===== src/rtl/jtkunio_gfx_pkg.sv =====
// Shared types and constants for the Kunio graphics ROM server.
package jtkunio_gfx_pkg;
   typedef enum logic [1:0] {IDLE, WAIT_ACK, WAIT_DATA} state_t;

   localparam logic [1:0] SCR  = 2'd0;
   localparam logic [1:0] CHAR = 2'd1;
   localparam logic [1:0] OBJ  = 2'd2;

   localparam logic [21:0] CHAR_OFFSET_DEF = 22'h00000;
   localparam logic [21:0] SCR_OFFSET_DEF  = 22'h04000;
   localparam logic [21:0] OBJ_OFFSET_DEF  = 22'h24000;
endpackage


===== src/rtl/jtkunio_gfx_slot.sv =====
// One-entry cache for a single graphics client: tag, data and valid.
module jtkunio_gfx_slot #(
   parameter int AW = 14
) (
   input  logic          clk,
   input  logic          rst,
   input  logic [AW-1:0] addr,
   input  logic          cs,
   input  logic          wr,
   input  logic [AW-1:0] wr_tag,
   input  logic [31:0]   wr_data,
   output logic [31:0]   data,
   output logic          ok,
   output logic          miss
);
   logic [AW-1:0] tag;
   logic          valid;

   always_ff @(posedge clk) begin
      if (!rst) begin
         tag   <= '0;
         data  <= '0;
         valid <= 1'b0;
      end else if (wr) begin
         tag   <= wr_tag;
         data  <= wr_data;
         valid <= 1'b1;
      end
   end

   assign ok   = valid && (tag == addr) && cs;
   assign miss = cs && !ok;
endmodule


===== src/rtl/jtkunio_gfx_rom_server.sv =====
// Serves char/scroll/object ROM fetches from one SDRAM read port,
// with a one-entry cache per client and fixed-priority miss arbitration.
module jtkunio_gfx_rom_server
   import jtkunio_gfx_pkg::*;
#(
   parameter logic [21:0] CHAR_OFFSET = CHAR_OFFSET_DEF,
   parameter logic [21:0] SCR_OFFSET  = SCR_OFFSET_DEF,
   parameter logic [21:0] OBJ_OFFSET  = OBJ_OFFSET_DEF
) (
   input  logic        clk,
   input  logic        rst,
   input  logic [13:0] char_addr,
   output logic [31:0] char_data,
   output logic        char_ok,
   input  logic [16:0] scr_addr,
   output logic [31:0] scr_data,
   output logic        scr_ok,
   input  logic [17:0] obj_addr,
   input  logic        obj_cs,
   output logic [31:0] obj_data,
   output logic        obj_ok,
   output logic [21:0] sdram_addr,
   output logic        sdram_req,
   input  logic        sdram_ack,
   input  logic        sdram_dst,
   input  logic [31:0] sdram_data
);
   state_t      st;
   logic [1:0]  pend_slot;
   logic [17:0] pend_addr;
   logic        char_miss, scr_miss, obj_miss;
   logic        wr_en;

   // Data is accepted in WAIT_DATA, or in WAIT_ACK when ack and dst coincide.
   assign wr_en = sdram_dst && ((st == WAIT_DATA) || (st == WAIT_ACK && sdram_ack));

   jtkunio_gfx_slot #(.AW(17)) u_scr (
      .clk(clk), .rst(rst), .addr(scr_addr), .cs(1'b1),
      .wr(wr_en && pend_slot == SCR), .wr_tag(pend_addr[16:0]), .wr_data(sdram_data),
      .data(scr_data), .ok(scr_ok), .miss(scr_miss)
   );

   jtkunio_gfx_slot #(.AW(14)) u_char (
      .clk(clk), .rst(rst), .addr(char_addr), .cs(1'b1),
      .wr(wr_en && pend_slot == CHAR), .wr_tag(pend_addr[13:0]), .wr_data(sdram_data),
      .data(char_data), .ok(char_ok), .miss(char_miss)
   );

   jtkunio_gfx_slot #(.AW(18)) u_obj (
      .clk(clk), .rst(rst), .addr(obj_addr), .cs(obj_cs),
      .wr(wr_en && pend_slot == OBJ), .wr_tag(pend_addr), .wr_data(sdram_data),
      .data(obj_data), .ok(obj_ok), .miss(obj_miss)
   );

   always_ff @(posedge clk) begin
      if (!rst) begin
         st         <= IDLE;
         sdram_req  <= 1'b0;
         sdram_addr <= '0;
         pend_slot  <= SCR;
         pend_addr  <= '0;
      end else begin
         case (st)
            IDLE: begin
               if (scr_miss || char_miss || obj_miss) begin
                  sdram_req <= 1'b1;
                  st        <= WAIT_ACK;
                  if (scr_miss) begin
                     pend_slot  <= SCR;
                     pend_addr  <= {1'b0, scr_addr};
                     sdram_addr <= SCR_OFFSET + 22'(scr_addr);
                  end else if (char_miss) begin
                     pend_slot  <= CHAR;
                     pend_addr  <= {4'd0, char_addr};
                     sdram_addr <= CHAR_OFFSET + 22'(char_addr);
                  end else begin
                     pend_slot  <= OBJ;
                     pend_addr  <= obj_addr;
                     sdram_addr <= OBJ_OFFSET + 22'(obj_addr);
                  end
               end
            end
            WAIT_ACK: begin
               if (sdram_ack) begin
                  sdram_req <= 1'b0;
                  st        <= sdram_dst ? IDLE : WAIT_DATA;
               end
            end
            WAIT_DATA: begin
               if (sdram_dst) st <= IDLE;
            end
            default: st <= IDLE;
         endcase
      end
   end
endmodule


===== config.mk =====
export PLATFORM = sky130hd
export DESIGN_NAME = jtkunio_gfx_rom_server
export DESIGN_NICKNAME = d
export VERILOG_FILES = /design/src/rtl/jtkunio_gfx_pkg.sv /design/src/rtl/jtkunio_gfx_slot.sv /design/src/rtl/jtkunio_gfx_rom_server.sv
export SDC_FILE = /design/constraint.sdc
export NUM_CORES = 1
export LEC_CHECK = 0
export BUFFER_PORTS_ARGS = -buffer_cell sky130_fd_sc_hd__buf_2
export CAP_MARGIN = 20
export CELL_PAD_IN_SITES_DETAIL_PLACEMENT = 1
export CELL_PAD_IN_SITES_GLOBAL_PLACEMENT = 2
export CORE_AREA = 2 2 162 164
export CTS_BUF_LIST = sky130_fd_sc_hd__clkbuf_2
export CTS_CLUSTER_SIZE = 8
export DETAILED_ROUTE_END_ITERATION = 10
export DIE_AREA = 0 0 164 166
export GPL_TIMING_DRIVEN = 0
export PLACE_DENSITY = 0.85
export RECOVER_POWER = 25
export SYNTH_ARGS = -nofsm -noshare
export SYNTH_HDL_FRONTEND = slang
export SYNTH_HIERARCHICAL = 1
export SYNTH_SLANG_ARGS = --single-unit

===== constraint.sdc =====
create_clock -name clk -period 2.1 [get_ports clk]
set_input_delay 0.21 -clock clk [delete_from_list [all_inputs] [get_ports clk]]
set_output_delay 0.21 -clock clk [all_outputs]
set_load 0.02 [all_outputs]

==> results_dict.tcl <==
set metrics [dict create \
    synth_common_cells "176 x dfxtp_1, 159 x mux2i_1, 146 x nor2b_1" \
    seqCellArea_mm2 0.00355 \
    worst_setup_path_start_kind "flop" \
    grt_busiest_layer "met2" \
    pwr-share-clk_pct 24.9 \
    clk_latency_ns 0.75 \
    cts-root-buf "clkbuf_2" \
    synth-edff-count 0 \
    die_w_um 164 \
    ys_seq_area_share_pct 45.0 \
    cp.arrival_ns 2.30 \
    htree_levels 4 \
    irDropWorstVdd_uv 296 \
    status "finished, violations left" \
    fin_skew_ns 0.0445 \
    track_usage_pct 19.3 \
    synth_cell_types 43 \
    first_pass_iters 4 \
    grt_max_degree 17 \
    clk_pin_slew_ns 0.27 \
    drt_iter0_drc 237 \
    holdCritPathClass "in2reg" \
    setup_ws_ns -0.411 \
    maxCapViolations 0 \
    rsz0062_at_grt "true" \
    path_max_fanout 2 \
    period_needed_ns 2.51 \
    ios 208 \
    grt_pass1_vias 7091 \
    synth_most_common_cell "dfxtp_1" \
    grt_pass1_wl_mm 40.6 \
    die_h_um 166 \
    violations "setup timing" \
    tightest_slew_ns 0.708 \
    met1_usage_pct 24.7 \
    cts_sinks 176 \
    fin_util_pct 42.5 \
    grtUsageMet3_pct 2.75 \
    synth.top_cell.area_share_pct 45.0 \
    path_class "reg2out" \
    coreArea_mm2 0.0256 \
    vias_per_cell 4.61 \
    grt_overflow 0 \
    cts_tree "done" \
    p_leak_nw 3.97 \
    slew_violations 0 \
    grt_antenna_before_repair 1 \
    power_frac_comb_pct 18.5 \
    yosys_warnings 6 \
    fin_crit_sh_pct 120 \
    initial_core_util_pct 30.5 \
    io_buffers 204 \
    post_dp_cell_area_mm2 0.00928 \
    finalWirelength_mm 26.2 \
    power.share.switching_pct 30.7 \
    place.gp.congestion 0.807 \
    power_density_mw_per_mm2 572 \
    use_met2_pct 33.5 \
    synthCells 734 \
    p_sw_mw 1.91 \
    required_ns 1.89 \
    ctsLongestPathBuffers 2 \
    remaining_drc_errors 0 \
    dieArea_mm2 0.0272 \
    ant_nets 0 \
    cts_buffers 17 \
    fmax_mhz 398 \
    fill_cells 2916 \
    drive_above_1_share_pct 29.8 \
    yosysTopAreaCell "dfxtp_1" \
    relSlewSlack_pct 52.8 \
    fin_area_mm2 0.0109 \
    finalHoldViolations 0 \
    area_delta_synth_final_pct 39.0 \
    multi_input_area_mm2 0.00429 \
    syn_area_mm2 0.00782 \
    nets 1150 \
    sequentialPowerShare_pct 56.6 \
    critPathCaptureType "output pin" \
    finalSetupViolCount 29 \
    vias 6499 \
    ys_async_sr_fraction_pct 0 \
    synth.avg_cell_area_um2 10.7 \
    routedWlPerCell_um 18.6 \
    dp_hpwl_mm 18.1 \
    rows 59 \
    intPower_mw 4.32 \
    synth-seq-cells 176 \
    netlist_top_cells_area "dfxtp_1 45%, mux2i_1 20%, nor2b_1 12%" \
    synth_top_flop_cell "dfxtp_1" \
]
## final timing paths
kind                                      from              to  slack (ns)  depth (start not counted)
worst min register to register  sdram_addr[18]  sdram_addr[18]        0.48                          2
worst max register to register    u_obj/tag[5]    pend_addr[0]       -0.23                          8
worst min-delay path                    obj_cs   pend_addr[17]        0.23                          6
worst max-delay path              u_obj/tag[5]          obj_ok       -0.41                          5
## cells by family (layout without fill, tap and decap cells)
family	count (synthesis)	count (layout)	synth area share [%]
flops	176	176	45.0
fa+ha+maj	2	2	0.320
mux	173	173	22.4
other cells	2	8	0.0960
buf+inv	66	401	5.36
simple gates	217	217	17.2
compound gates	47	47	3.95
xor+xnor	51	51	5.71
## per-layer routing
metal / vias up / wire, µm
met2: 150 / 13000
met4: 0 / 476
met3: 30 / 1010
met1: 3173 / 11700
li1: 3146 / -
met5: - / 0
## critical path: stages, from the launching register on
cell and delay (ns):
dfxtp_4 0.43, xnor2_4 0.17, nand4_1 0.25, nor4_4 0.34, and3_4 0.25, buf_6 0.12
## power groups by stage
stage,registers (mW),clock network [mW],logic [mW]
global route,3.54,1.76,1.23
floorplan,3.60,0,0.500
CTS,3.53,1.63,1.13
global placement,3.58,0,0.884
finish,3.52,1.55,1.15
detailed placement,3.59,0,0.897
## through the flow
stage | hold WS, ns | std cells | setup WS (ns) | total power, mW | setup TNS (ns)
floorplan | 0.289 | 739 | 0.168 | 4.10 | 0
global placement | 0.416 | 1278 | -0.504 | 4.47 | -10.42
detailed placement | 0.427 | 1278 | -0.637 | 4.48 | -13.97
CTS | 0.197 | 1408 | -0.499 | 6.29 | -5.05
global route | 0.167 | 1410 | -0.529 | 6.53 | -7.00
finish | 0.230 | 1410 | -0.411 | 6.23 | -4.98
## sequential cells by signal, indices dropped and copies added (netlist names), 2 cells and up
name,cells
u_char/data,32
u_obj/data,32
u_scr/data,32
pend_addr,18
u_obj/tag,18
u_scr/tag,17
u_char/tag,14
sdram_addr,5
pend_slot,2
st,2
## layout by cell type (no fill, tap or decap), types with 5 or more instances in the layout
cell,Yosys,layout
a21oi_1,8,6
buf_2,8,141
buf_4,29,28
buf_6,7,23
clkbuf_1,18,82
clkbuf_2,0,19
conb_1,2,7
dfxtp_1,176,156
dfxtp_2,0,19
dlygate4sd3_1,0,88
mux2_2,14,14
mux2i_1,159,158
nand2_1,21,20
nand4_1,17,17
nor2b_1,146,146
o21a_1,5,5
o22ai_2,0,12
xnor2_1,42,23
xnor2_2,0,16
xor2_1,9,7
## area by class of cell
type / instances / area share (%)
Antenna cell: 1 / 0.0230
Buffer: 61 / 4.03
Clock buffer: 19 / 0.874
Clock inverter: 12 / 0.782
Inverter: 4 / 0.138
Multi-Input combinational cell: 497 / 39.4
Sequential cell: 176 / 32.7
Tap cell: 335 / 3.85
Timing Repair Buffer: 305 / 18.2
## repair_timing
item / 4_1_cts / 5_1_grt
hold endpoints to repair: 123 / 0
setup endpoints to repair: 30 / 82
gates resized for setup: 81 / 32
hold buffers: 88 / 0
pin swaps: 43 / 14
cloned: 1 / 0
setup buffers: 10 / 2
No activity file was read; power rests on OpenSTA's default activity.
